<file path="config.mk">
export PLATFORM = sky130hd
export DESIGN_NAME = mul_sequencer
export DESIGN_NICKNAME = d
export VERILOG_FILES = /design/src/rtl/alu_pkg.sv /design/src/rtl/mul_sequencer.sv
export SDC_FILE = /design/constraint.sdc
export NUM_CORES = 1
export LEC_CHECK = 0
export BUFFER_PORTS_ARGS = -buffer_cell sky130_fd_sc_hd__buf_2
export CAP_MARGIN = 10
export CORE_AREA = 2 2 180 182
export DETAILED_ROUTE_END_ITERATION = 10
export DIE_AREA = 0 0 182 184
export MAX_ROUTING_LAYER = met4
export PLACE_DENSITY = 0.54
export SLEW_MARGIN = 40
export SYNTH_ARGS = -nofsm -noshare
export SYNTH_HDL_FRONTEND = slang
export SYNTH_SLANG_ARGS = --single-unit
</file>
<file path="constraint.sdc">
create_clock -name clk -period 1.6 [get_ports clk]
set_input_delay 0.08 -clock clk [delete_from_list [all_inputs] [get_ports clk]]
set_output_delay 0.08 -clock clk [all_outputs]
set_load 0.05 [all_outputs]
</file>
<file path="src/rtl/alu_pkg.sv">
// Shared ALU opcode constants and the multiply-sequencer state encoding.
`default_nettype none

package alu_pkg;

   localparam logic [3:0] ALU_AND = 4'b0000;
   localparam logic [3:0] ALU_OR  = 4'b0001;
   localparam logic [3:0] ALU_ADD = 4'b0010;
   localparam logic [3:0] ALU_SUB = 4'b0110;

   typedef enum logic [1:0] {
      IDLE = 2'd0,
      RUN  = 2'd1,
      DONE = 2'd2
   } mul_state_t;

endpackage

`default_nettype wire

</file>
<file path="src/rtl/mul_sequencer.sv">
// Shift-add XLEN x XLEN -> 2*XLEN unsigned multiplier that borrows the shared ALU
// for one add per cycle; the ALU carry-out becomes the top bit of the partial product.
`default_nettype none

module mul_sequencer
   import alu_pkg::*;
#(
   parameter int XLEN = 64
) (
   input  logic            clk,
   input  logic            reset,
   input  logic            start,
   input  logic [XLEN-1:0] a,
   input  logic [XLEN-1:0] b,
   output logic [XLEN-1:0] alu_x,
   output logic [XLEN-1:0] alu_y,
   output logic [3:0]      alu_ctrl,
   input  logic [XLEN-1:0] alu_result,
   input  logic            alu_cout,
   output logic            busy,
   output logic            done,
   output logic [XLEN-1:0] prod_hi,
   output logic [XLEN-1:0] prod_lo
);

   localparam int CW = (XLEN > 1) ? $clog2(XLEN) : 1;
   localparam logic [CW-1:0] LAST = CW'(XLEN - 1);

   mul_state_t      state;
   logic [XLEN-1:0] hi;
   logic [XLEN-1:0] lo;
   logic [XLEN-1:0] mcand;
   logic [CW-1:0]   cnt;

   always_ff @(posedge clk) begin
      if (reset) begin
         state <= IDLE;
         hi    <= '0;
         lo    <= '0;
         mcand <= '0;
         cnt   <= '0;
      end else begin
         case (state)
            IDLE: begin
               if (start) begin
                  hi    <= '0;
                  lo    <= b;
                  mcand <= a;
                  cnt   <= '0;
                  state <= RUN;
               end
            end
            RUN: begin
               // Sum shifts right one place; its LSB drops into the vacated top of lo.
               hi  <= {alu_cout, alu_result[XLEN-1:1]};
               lo  <= {alu_result[0], lo[XLEN-1:1]};
               cnt <= cnt + 1'b1;
               if (cnt == LAST) begin
                  state <= DONE;
               end
            end
            DONE: begin
               state <= IDLE;
            end
            default: begin
               state <= IDLE;
            end
         endcase
      end
   end

   always_comb begin
      alu_x    = '0;
      alu_y    = '0;
      alu_ctrl = ALU_ADD;
      if (state == RUN) begin
         alu_x = hi;
         alu_y = lo[0] ? mcand : '0;
      end
   end

   assign busy    = (state != IDLE);
   assign done    = (state == DONE);
   assign prod_hi = hi;
   assign prod_lo = lo;

endmodule

`default_nettype wire
</file>
Yosys cells after proc, flatten, opt, wreduce, memory -nomap -nowiden
Index checks and enable logic that the tools add are counted.

Add/sub/neg operators: 1. Eq/ne operators: 5. Mux-type cells: 12. Reductions and logical operators: 6.

Operator list (count): two-way mux 64 bit (5); one-hot mux 64 bit (2 select lines) (2); one-hot mux 6 bit (2 select lines) (1); adder 6 x 1 -> 6 bit (second input constant) (1); equality test 6 bit (second input constant) (1); two-way mux 6 bit (1); AND reduction 2 bit (3); two-way mux 2 bit (2); != test 2 bit (second input constant) (2); one-hot mux 2 bit (2 select lines) (1); nonzero test 2 bit (2); equality test 2 x 1 -> 1 bit (second input constant) (1); equality test 2 bit (second input constant) (1); logical NOT 2 bit (1).

Register bits: 200. Input bits: 196. Logic and storage cells: 29.

Logic depth before layout (Yosys ltp)
Depth in word-level cells: 3. Depth in mapped cells: 6. Gate-level depth less buffers: 4.

Least setup slack after synthesis
No wires, ideal clock.

Path type: flip-flop to output port. From: register lo[0] (netlist: prod_lo[0]). To: output port alu_y[13]. Arrival time: 1.608 ns. Slack: -0.088 ns. Stages on the path, launching flop included: 4. Buffers on the path: 2. Cells stage by stage: dfxtp_1 clkbuf_1 clkbuf_1 and3_1.

Longest elaborated chain between the ends: 2.

RTL lines: start: declaration (line mul_sequencer.sv:31) `logic [XLEN-1:0] lo;`; start signal: assignment (line mul_sequencer.sv:56) `lo <= {alu_result[0], lo[XLEN-1:1]};`; two-way mux 64 bit (line mul_sequencer.sv:78) `alu_y = lo[0] ? mcand : '0;`; two-way mux 64 bit (line mul_sequencer.sv:76) `if (state == RUN) begin`; end: declaration (line mul_sequencer.sv:16) `output logic [XLEN-1:0] alu_y,`.

Every way passes these cells.

Worst setup path after layout
From: register state[0]. To: output port alu_y[61].

Longest elaborated chain between the ends: 2.

RTL lines: start: declaration (line mul_sequencer.sv:29) `mul_state_t state;`; start signal: assignment (line mul_sequencer.sv:37) `state <= IDLE;`; start signal: assignment (line mul_sequencer.sv:50) `state <= RUN;`; start signal: assignment (line mul_sequencer.sv:59) `state <= DONE;`; equality test 2 x 1 -> 1 bit (line mul_sequencer.sv:76); two-way mux 64 bit (line mul_sequencer.sv:76).

Every way passes these cells.

==> run metrics <==
hold depth 5; RSZ-0062 raised after global routing yes; Max IR drop VDD 0.652 mV; CTS root buf clkbuf_16; Final Skew 0.0154 ns; Core Rows 65; placed cell area 11,000 um2; Syn Inst Count between 900 and 1,000; total track usage between 20% and 30%; Seq/Total Area, Yosys 49.7%; clock network fraction of total power 29.2%; Sw Share 35.7%; Tot Pwr 14,700 uW; nets 1,809; drt first-iter violations 464; final RePlAce weighted congestion 0.825; number of flops mapped to enable cells by yosys 0; final instance area 15,500 um2; YS warnings 0; CTS buffer count 17; fillers 2,806; Combinational Power Share 31.7%; Max clock buf depth 2; r2r startpoint state[0]$_SDFFE_PP0P_; Final ANT Viol Nets 0; Die W 182 um; initial core utilization approximately 26%; Worst setup EP type primary output; ant diodes 0; Internal Power ~9400 uW; GRT overflow 0; worst skew pair latency approximately 0.45 ns; Yosys top cell by area dfxtp_1; Critical Path RT roughly 1.5 ns; dpl hpwl 21,900 um; vias 9,635; Final Cycle Share 112%; startpoint types flip-flop; core region area 31,400 um2; initial antenna violation count 0; input/output buffers roughly 450; Max Fclk 557 MHz; Worst Path Max Fanout 22; Psw between 5000 and 6000 uW; pwr/cell area 945 nW/um2; Reg power frac 39.1%; Top FF cell, synth dfxtp_1; area delta synth->final 92.6%; Setup WS post-layout -0.196 ns; HP Class input pin to flip-flop; Synth Register Bits 200; share of the synthesized area in the top cell type 49.7%; first-pass GRT wire length between 50,000 and 60,000 um; Mapped Avg Cell Area 8.28 um2; FF-to-FF path depth 9; number of global-route vias before repair around 9,400; LEAKAGE ~0.0073 uW; die extent in y 184 um; Finished Core Util 49.4%; top cells by area, synth dfxtp_1 (50%), a22o_1 (7.2%), nor2_1 (6.2%), nand2_1 (6.1%), and3_1 (5.1%); largest net degree at the start of global routing slightly below 90; Mapped Area 8050 um2; Vias/cell 4.75; FFs w/ async S/R, synth 0%; commonest non-fill, non-tap cell in the layout buf_2; worst min-delay path startpoint start; most frequent cells in the layout buf_2 (324), dfxtp_1 (197), dlygate4sd3_1 (194); Place WS 0.0350 ns; share of layout cells above drive strength 1 43.4%; Setup Viol. Count Final 311; Routed WL 36,700 um; Final Critical Period 1.80 ns; library cells used by synthesis 29; failing checks setup timing; CP Data Arrival Time 1.72 ns; CTS tree built; Final Hold Viols 0; Wirelength per Cell 18.1 um; Max-cap violations 0; critical path class flip-flop to primary output; clock slew at reported path FFs 0.06 ns; Endpoint, Worst Hold cnt[2]$_SDFFE_PP0P_; DRT Pass-1 Iters 4; H-tree depth 4; worst reg2reg setup slack -0.18 ns; CTS Sinks 200; Residual DRC 0; capturing point of the worst reg2reg path prod_lo[30]$_SDFFE_PP0P_; I/O pin total 458; Final Slew Violations 0; outcome complete, but fails checks; die footprint roughly 33,000 um2
[registers in the layout, indices dropped and copies added (netlist names)]
signal   count
cnt          6
state        2
prod_lo     64
prod_hi     64
mcand       64
[worst max path at each step]
| stage | start | end | slack, ns | cells past startpoint |
|---|---|---|---|---|
| after global placement | state[1]$_SDFFE_PP0P_ | prod_lo[52]$_SDFFE_PP0P_ | 0.06 | 4 |
| after floorplan | state[0]$_SDFFE_PP0P_ | alu_x[12] | 0.00003 | 5 |
| after CTS | state[0]$_SDFFE_PP0P_ | alu_y[58] | -0.23 | 6 |
| after global routing | state[0]$_SDFFE_PP0P_ | alu_y[61] | -0.27 | 6 |
| after detailed placement | state[1]$_SDFFE_PP0P_ | prod_lo[0]$_SDFFE_PP0P_ | 0.03 | 4 |
| final | state[0]$_SDFFE_PP0P_ | alu_y[61] | -0.20 | 6 |
[layout make-up]
type / instances / area [um2] / area share, %
well taps: 402 / 503 / 3.24
flip-flops and latches: 200 / 4010 / 25.9
repair buffers: 716 / 6290 / 40.5
multi-input cells: 677 / 4150 / 26.7
clock inverters: 12 / 116 / 0.750
clock buffers: 20 / 447 / 2.88
[power groups by stage]
| stage | logic [uW] | registers, uW | clock network, uW |
|---|---|---|---|
| after floorplan | 1390 | 6770 | 0 |
| after global placement | 3530 | 5810 | 0 |
| after detailed placement | 3540 | 5820 | 0 |
| after CTS | 4190 | 5710 | 4400 |
| after global routing | 4900 | 5780 | 4580 |
| final | 4640 | 5730 | 4280 |
[metal layers]
layer  vias to the layer above  GRT usage (%)  routed length (um)
li1                       4616              -                   -
met3                        72           4.22                2090
met1                      4513           22.7               14900
met5                         -              -                   0
met4                         0           8.81                1280
met2                       434           34.8               18500
[Yosys cell counts, types with 8 or more instances]
library cell	n
and2_1	64
and3_1	65
a21oi_1	65
a22o_1	66
nor4_1	64
nor2_1	132
buf_2	41
nand2_1	131
clkbuf_1	45
nor3_1	65
dfxtp_1	200
buf_4	8
[per-stage QoR]
step | setup TNS (ns) | hold slack [ns] | instances
6_report | -32.55 | 0.118 | 2027
2_1_floorplan | 0 | 0.213 | 974
5_1_grt | -65.59 | 0.125 | 2027
3_3_place_gp | 0 | 0.296 | 1765
3_5_place_dp | 0 | 0.299 | 1765
4_1_cts | -21.20 | 0.0853 | 2004
[cell families (layout without fill, tap and decap cells)]
group / count (synthesis) / in the layout / share of synthesized area [%]
buffers and inverters: 97 / 748 / 5.53
AND/OR/NAND/NOR: 534 / 534 / 32.4
flip-flops: 200 / 200 / 49.7
other: 2 / 4 / 0.0933
XOR/XNOR: 1 / 1 / 0.109
adder cells (fa/ha/maj): 1 / 1 / 0.155
AO/OA/AOI/OAI: 134 / 134 / 11.5
multiplexers: 3 / 3 / 0.404
[worst max-delay path, cell delays in order, from the launching register on]
cell	delay, ns
dfxtp_2	0.33
nor2b_4	0.15
buf_12	0.12
buf_12	0.13
buf_12	0.15
and3_2	0.22
buf_6	0.16
[repair_timing]
item	CTS	global route
pin swaps	8	45
cloned	4	13
setup endpoints to repair	128	278
buffers inserted	9	12
hold endpoints to repair	194	0
gates resized for setup	293	125
hold buffers	194	0
Power figures use the tool's default switching activity.
